===== src/rtl/clk_div_pkg.sv =====
// Shared constants and helpers for the programmable clock divider.
// The divisor clamp is used by both the reset value and the runtime load
// path, so a zero divisor can never reach the terminal compare.
// Supported divisor widths are 1..32 bits (the clamp works on 32 bits).
package clk_div_pkg;

   localparam int DIV_W_DEF = 16;
   localparam int MIN_DIV   = 1;

   // A divisor of zero has no meaningful half-period; treat it as one.
   function automatic logic [31:0] clamp_div(input logic [31:0] v);
      return (v == 32'd0) ? 32'(MIN_DIV) : v;
   endfunction

endpackage


===== src/rtl/clk_div_prog.sv =====
// Programmable 50%-duty clock divider with single-cycle edge strobes.
// The half-period length D is loadable at runtime. A new value is held
// pending and only applied on a terminal edge, so the half-period in
// progress always finishes with the old length (no runt pulses).
// D=1 reproduces the legacy divide-by-2 cycle for cycle.
// Optional build macro CLK_DIV_QPHASE_EN adds mid_high_tick/mid_low_tick,
// marking the middle of the high and low halves (I2C sample and
// data-change points).
module clk_div_prog
   import clk_div_pkg::*;
#(
   parameter int DIV_W       = DIV_W_DEF,
   parameter int DEFAULT_DIV = 1
) (
   input  logic             clk,
   input  logic             reset,
   input  logic             enabled,
   input  logic [DIV_W-1:0] div_val,
   input  logic             div_load,
   output logic             clk_out,
   output logic             rise_tick,
   output logic             fall_tick
`ifdef CLK_DIV_QPHASE_EN
   ,
   output logic             mid_high_tick,
   output logic             mid_low_tick
`endif
);

   localparam logic [31:0]      RST_DIV32 = clamp_div(32'(DEFAULT_DIV));
   localparam logic [DIV_W-1:0] RST_DIV   = RST_DIV32[DIV_W-1:0];

   logic [DIV_W-1:0] cnt;
   logic [DIV_W-1:0] div_reg;
   logic [DIV_W-1:0] pend_val;
   logic             pend_flag;

   logic [31:0]      load_val32;
   logic [DIV_W-1:0] load_val;
   logic             terminal;
   logic [DIV_W-1:0] cnt_nxt;
   logic [DIV_W-1:0] div_nxt;
   logic [DIV_W-1:0] pend_val_nxt;
   logic             pend_flag_nxt;
   logic             clk_nxt;
   logic             rise_nxt;
   logic             fall_nxt;
`ifdef CLK_DIV_QPHASE_EN
   logic             mid_pt;
   logic             mid_high_nxt;
   logic             mid_low_nxt;
`endif

   // Next-state of counter, divided clock, divisor hand-over and strobes.
   always_comb begin
      load_val32    = clamp_div(32'(div_val));
      load_val      = load_val32[DIV_W-1:0];
      terminal      = (cnt == (div_reg - DIV_W'(1)));
      cnt_nxt       = cnt;
      clk_nxt       = clk_out;
      div_nxt       = div_reg;
      rise_nxt      = 1'b0;
      fall_nxt      = 1'b0;
      pend_val_nxt  = div_load ? load_val : pend_val;
      pend_flag_nxt = div_load | pend_flag;
      if (enabled) begin
         if (terminal) begin
            cnt_nxt       = '0;
            clk_nxt       = ~clk_out;
            rise_nxt      = ~clk_out;
            fall_nxt      = clk_out;
            pend_flag_nxt = 1'b0;
            // A load arriving on the terminal edge itself wins over an
            // older pending value and governs the very next half-period.
            if (div_load)
               div_nxt = load_val;
            else if (pend_flag)
               div_nxt = pend_val;
         end else begin
            cnt_nxt = cnt + DIV_W'(1);
         end
      end
`ifdef CLK_DIV_QPHASE_EN
      // Evaluated on next-state so the registered strobe lines up with
      // the cycle in which cnt sits at the half-way point.
      mid_pt       = enabled && (div_nxt >= DIV_W'(2)) && (cnt_nxt == (div_nxt >> 1));
      mid_high_nxt = mid_pt & clk_nxt;
      mid_low_nxt  = mid_pt & ~clk_nxt;
`endif
   end

   // State and output registers with synchronous active-low reset.
   always_ff @(posedge clk) begin
      if (!reset) begin
         cnt       <= '0;
         div_reg   <= RST_DIV;
         pend_val  <= RST_DIV;
         pend_flag <= 1'b0;
         clk_out   <= 1'b0;
         rise_tick <= 1'b0;
         fall_tick <= 1'b0;
`ifdef CLK_DIV_QPHASE_EN
         mid_high_tick <= 1'b0;
         mid_low_tick  <= 1'b0;
`endif
      end else begin
         cnt       <= cnt_nxt;
         div_reg   <= div_nxt;
         pend_val  <= pend_val_nxt;
         pend_flag <= pend_flag_nxt;
         clk_out   <= clk_nxt;
         rise_tick <= rise_nxt;
         fall_tick <= fall_nxt;
`ifdef CLK_DIV_QPHASE_EN
         mid_high_tick <= mid_high_nxt;
         mid_low_tick  <= mid_low_nxt;
`endif
      end
   end

endmodule


===== config.mk =====
export PLATFORM = sky130hd
export DESIGN_NAME = clk_div_prog
export DESIGN_NICKNAME = d
export VERILOG_FILES = /design/src/rtl/clk_div_pkg.sv /design/src/rtl/clk_div_prog.sv
export SDC_FILE = /design/constraint.sdc
export NUM_CORES = 1
export LEC_CHECK = 0
export BUFFER_PORTS_ARGS = -buffer_cell sky130_fd_sc_hd__buf_2
export CAP_MARGIN = 25
export CORE_ASPECT_RATIO = 0.75
export CORE_MARGIN = 1
export CORE_UTILIZATION = 30
export CTS_CLUSTER_DIAMETER = 120
export DETAILED_ROUTE_END_ITERATION = 6
export PLACE_DENSITY = 0.5
export REMOVE_ABC_BUFFERS = 1
export SYNTH_ARGS = -nofsm -noshare
export SYNTH_HDL_FRONTEND = slang
export SYNTH_SLANG_ARGS = --single-unit
export TNS_END_PERCENT = 30

===== constraint.sdc =====
create_clock -name clk -period 3.85 [get_ports clk]
set_input_delay 0.1925 -clock clk [delete_from_list [all_inputs] [get_ports clk]]
set_output_delay 0.1925 -clock clk [all_outputs]
set_load 0.1 [all_outputs]

==> flow_summary.yaml, run 1 <==
floorplan:
  core_area_mm2: 0.00916
  die_height_um: 86.6
  fp.dieW_um: 115
  die-area_mm2: 0.00994
  core.rowCount: 30
  ios: 23
  start_util: 0.313
logic_synthesis:
  yosysTopAreaCellShare: 0.364
  ys_types: 54
  synth_top_family_by_area: "simple AND/OR/NAND/NOR gates"
  synth_seq_area_share: 0.364
  yosys.area.top_type: "dfxtp_1"
  ys_async_sr_fraction: 0
  synth_ff_type: "dfxtp_1"
  ys_top_cells_by_area: "dfxtp_1 36%, mux2i_1 5.6%, mux2_4 5.2%, xnor2_1 4.9%, xor2_1 4.9%"
  netlist_instances: 302
  yosys.area_share.simple: 0.282
  synth_most_common_cell: "dfxtp_1"
  synth_compound_area_frac: 0.0782
  synth_edf_count: 0
  synth.avg_cell_area_um2: 9.48
  syn-cell-area_mm2: 0.00286
  yosys_warnings: 0
  synth-seq-cells: 52
  synthTopCellsByCount: "52 x dfxtp_1, 29 x nor2_1, 18 x and2_1, 18 x nand2_1"
  synth_fa_ha_area_frac: 0.00874
  synthXorXnorAreaFrac: 0.0979
  synth_mux_area_frac: 0.132
drt:
  vias: 2139
  drt_wl_total_um: 6190
  drc: 0
  first_iter_violations: 80
  wl_per_cell_um: 13.8
  wl_met1_um: 3420
  antenna_left: 0
  routed-wl-met3_um: 184
  routed_via_density: 4.76
  highest_layer: "met4"
  firstDrtPassIters: 4
  routed-wl-met2_um: 2540
clock_tree:
  clkSinkCount: 52
  cts_root_buf: "clkbuf_16"
  numCtsBuffers: 5
  cts_max_path_buffers: 2
  h-tree-depth: 2
  ctsResizeCount: 0
  cts_setup_buffers: 0
  clk_latency_ns: 0.29
  clk_pin_slew_ns: 0.07
  cts_tree: "done"
  hold_buffers: 0
final_layout:
  seqCellArea_mm2: 0.00104
  drive_gt1_frac: 0.184
  num-nets-final: 342
  final_cell_area_mm2: 0.00327
  areaGrowthSynthToFinish_pct: 14.1
  fin_util: 0.357
  diodes: 0
  fill_cells: 965
  multi_input_area_mm2: 0.00172
critical_path:
  cp.arrival_ns: 3.60
  critical_path.slowest_cell: "or4b_4"
  slowest_delay_ns: 0.53
  worstSetupPathType: "register to register"
  worst_setup_path_end_kind: "register"
  cp_cell_sequence: "inv_1 > ha_1 > or4b_4 > nor3_4 > a41oi_1 > a311o_1 > nor4_4 > nor3b_4 > buf_4 > mux2_2"
  cp_data_required_time_ns: 4.03
  cp-start-kind: "register"
  critPathMaxFanout: 16
timing:
  finalClockSkew_ns: 0.00524
  worst_pin_slew_ns: 0.596
  setup_ws_ns: 0.429
  fin_hold_ws_ns: 0.232
  fmax_mhz: 292
  fin_tns_setup_ns: 0
  fin_crit_ns: 3.42
  drv_slew: 0
  slew_headroom: 0.602
  period_share: 0.889
  finalSetupViolations: 0
  rsz0062_at_grt: "false"
  finalHoldViolCount: 0
place:
  place_area_mm2: 0.00308
  gp_congestion: 0.857
  pre_cts_ws_ns: 0.432
  dpl.hpwl_um: 4600
  io_buffers: 22
global_route:
  antenna_found_initial: 0
  grt_pass1_wl_um: 10800
  grt_start_max_net_pins: 42
  grt_pass1_vias: 2130
  gr-total-overflow: 0
  grt_use_total: 0.142
power:
  ir_worst_vdd_mv: 0.459
  p_leak_nw: 1.32
  power_density_mw_per_mm2: 958
outcome:
  status: "complete, no violations"
job:
  maxCapViolCount: 0
min_path:
  hold_class: "primary input to register"
==> stage by stage <==
stage | instances | power (mW)
2_1_floorplan | 287 | 2.19
3_3_place_gp | 441 | 2.61
3_5_place_dp | 441 | 2.62
4_1_cts | 449 | 3.17
5_1_grt | 449 | 3.39
6_report | 449 | 3.13
==> path summary, 6_finish.rpt <==
path                             startpoint     endpoint  slack, ns  cells past startpoint
worst max register to register   div_reg[0]   div_reg[7]       0.43                     10
worst max-delay path             div_reg[0]   div_reg[7]       0.43                     10
worst min-delay path             div_val[7]  pend_val[7]       0.23                      3
worst min register to register  pend_val[0]  pend_val[0]       0.49                      2
==> area by class of cell <==
type,count,area share
Tap cell,128,0.0490
Inverter,7,0.00805
Timing Repair Buffer,26,0.0429
Sequential cell,52,0.319
Clock inverter,1,0.00920
Clock buffer,7,0.0467
Multi-Input combinational cell,228,0.525
==> routing by layer <==
layer	global-route usage	vias to the layer above
li1	-	1109
met1	0.206	1003
met2	0.202	23
met3	0.0392	4
met4	0.0460	0
met5	0	-
==> cells in the final DEF (no fill, tap or decap), types with 3 or more instances in the layout <==
master / n
buf_2: 22
nand2_1: 18
dfxtp_1: 52
xor2_1: 16
buf_4: 4
nor4_1: 7
mux2_4: 10
nand4_1: 8
inv_1: 7
xnor2_1: 16
mux2i_1: 16
clkbuf_16: 5
nor2_1: 29
o21ai_0: 3
nor3_1: 8
a211oi_1: 4
and2_1: 18
and3_1: 5
nor2b_1: 16
mux2_2: 6
and4_1: 4
==> worst max-delay path, delay by kind of cell, from the launching register on <==
family | cells | cell delay [ns]
simple gates | 4 | 1.41
compound gates | 2 | 0.53
buf+inv | 2 | 0.38
mux | 1 | 0.37
flops | 1 | 0.35
fa+ha+maj | 1 | 0.25
==> kinds of logic (layout without fill, tap and decap cells) <==
logic type	count (synthesis)	in the layout
buffers and inverters	22	41
adders and majority gates	2	2
DFF	52	52
and+or+nand+nor	133	133
xor gates and xnor gates	32	32
AOI/OAI and AO/OA	29	29
muxes	32	32
==> report_power, final <==
part	switching, mW	internal [mW]
registers	0.178	0.655
logic	0.937	0.820
clock network	0.195	0.342
(Power assumes the default switching activity.)
==> run 2, diff against run 1 <==
- CORE_UTILIZATION: 30 -> 55
- PLACE_DENSITY: 0.5 -> 0.78
==> run 2 against run 1 <==
Compared with the run above:
- global-route usage up 8.3 points
- maximum frequency shrank 1.4%
- wire length decreased by 9.6%
- highest routed layer unchanged
- register-to-register slack worse by 0.05 ns
- critical endpoint is now div_reg[4]
- clock power fell by 31%
- die area down 45%
- critical path type unchanged
==> flow_summary.yaml, run 2 (synthesis results as in run 1) <==
place:
  io_buffers: 22
  pre_cts_ws_ns: 0.416
  place_area_mm2: 0.00298
  dpl.hpwl_um: 4140
  gp_congestion: 0.876
  placed_cells: 371
floorplan:
  die_height_um: 64.5
  die-area_mm2: 0.00550
  core.rowCount: 22
  core_area_mm2: 0.00495
  start_util: 0.578
  fp.dieW_um: 85.3
  ios: 23
final_layout:
  drive_gt1_frac: 0.179
  diodes: 0
  layout_common_cells: "52 x dfxtp_1, 29 x nor2_1, 22 x buf_2"
  num-nets-final: 340
  areaGrowthSynthToFinish_pct: 8.09
  fin_cells: 379
  final_cell_area_mm2: 0.00309
  layout_commonest_cell: "dfxtp_1"
  fill_cells: 444
critical_path:
  slowest_delay_ns: 0.53
  critPathMaxFanout: 16
  critical_path.slowest_cell: "or4b_4"
  cp_data_required_time_ns: 4.04
  cp-start-kind: "register"
  worst_setup_path_end_kind: "register"
  reg2regPathDepth: 10
  cp.arrival_ns: 3.66
  worstSetupPathType: "register to register"
  cp_cell_sequence: "inv_1 > ha_1 > or4b_4 > nor3_4 > a41oi_1 > a311o_1 > nor4_4 > nor3b_4 > buf_4 > mux2_2"
drt:
  drc: 0
  routed_via_density: 5.66
  drt_wl_total_um: 5590
  wl_per_cell_um: 14.8
  antenna_left: 0
  first_iter_violations: 107
  vias: 2146
  firstDrtPassIters: 4
global_route:
  grt_use_total: 0.226
  grt_pass1_vias: 2125
  gr-total-overflow: 0
  grt_start_max_net_pins: 42
  antenna_found_initial: 0
  grt_pass1_wl_um: 9900
clock_tree:
  clk_latency_ns: 0.30
  clk_pin_slew_ns: 0.09
  cts_setup_buffers: 0
  cts_root_buf: "clkbuf_8"
  cts_max_path_buffers: 2
  hold_buffers: 0
  ctsResizeCount: 0
  clkSinkCount: 52
  numCtsBuffers: 5
  h-tree-depth: 2
  cts_tree: "done"
timing:
  finalSetupViolations: 0
  rsz0062_at_grt: "false"
  worst_pin_slew_ns: 0.668
  fmax_mhz: 288
  fin_tns_setup_ns: 0
  drv_slew: 0
  finalHoldViolCount: 0
  period_share: 0.902
  setup_ws_ns: 0.379
  slew_headroom: 0.551
  finalClockSkew_ns: 0.00800
  fin_crit_ns: 3.47
power:
  sequentialPowerShare: 0.285
  p_int_mw: 1.66
  p_switching_mw: 1.27
  switching_share: 0.434
  p_leak_nw: 1.28
  ir_worst_vdd_mv: 0.864
  power_density_mw_per_mm2: 947
  p_clk_frac: 0.126
  comb_power_share: 0.589
  power_mw: 2.93
job:
  maxCapViolCount: 0
outcome:
  status: "complete, no violations"
min_path:
  hold_class: "primary input to register"
  hold_depth: 3
-- run 2: final timing paths --
check	from	end	slack, ns
max reg2reg	div_reg[0]	div_reg[4]	0.38
max	div_reg[0]	div_reg[4]	0.38
min	div_val[5]	pend_val[5]	0.21
min reg2reg	pend_val[0]	pend_val[0]	0.50
-- run 2: stage by stage --
stage,utilization,hold slack (ns)
2_1_floorplan,-,0.275
3_3_place_gp,0.602,0.471
3_5_place_dp,0.602,0.478
4_1_cts,0.624,0.213
5_1_grt,0.624,0.222
6_report,0.624,0.212
-- run 2: area by class of cell --
class	instances	area, um^2	area share
Clock inverter	3	42.5	0.0137
Sequential cell	52	1040	0.336
Multi-Input combinational cell	228	1720	0.554
Timing Repair Buffer	24	125	0.0404
Clock buffer	5	68.8	0.0222
Inverter	7	26.3	0.00849
Tap cell	60	75.1	0.0243
-- run 2: per-layer routing --
metal,track usage,share of wire,wire [um]
met5,0,0,0
met4,0.0563,0.013,70
met3,0.0420,0.027,150
met2,0.361,0.43,2430
met1,0.316,0.53,2940
-- run 2: power by group through the flow --
stage                     Clock (mW)  Combinational [mW]  Sequential [mW]
final                          0.369                1.73            0.835
after global routing           0.400                1.90            0.857
after CTS                      0.377                1.73            0.832
after detailed placement           0                1.73            0.841
after global placement             0                1.69            0.841
after floorplan                    0                1.35            0.837
-- run 2: worst max-delay path: cells and delay by family (launching register included) --
kind	cells	cell delay, ns
and+or+nand+nor	4	1.43
AOI/OAI and AO/OA	2	0.52
buffers and inverters	2	0.39
muxes	1	0.38
DFF	1	0.37
adders and majority gates	1	0.26
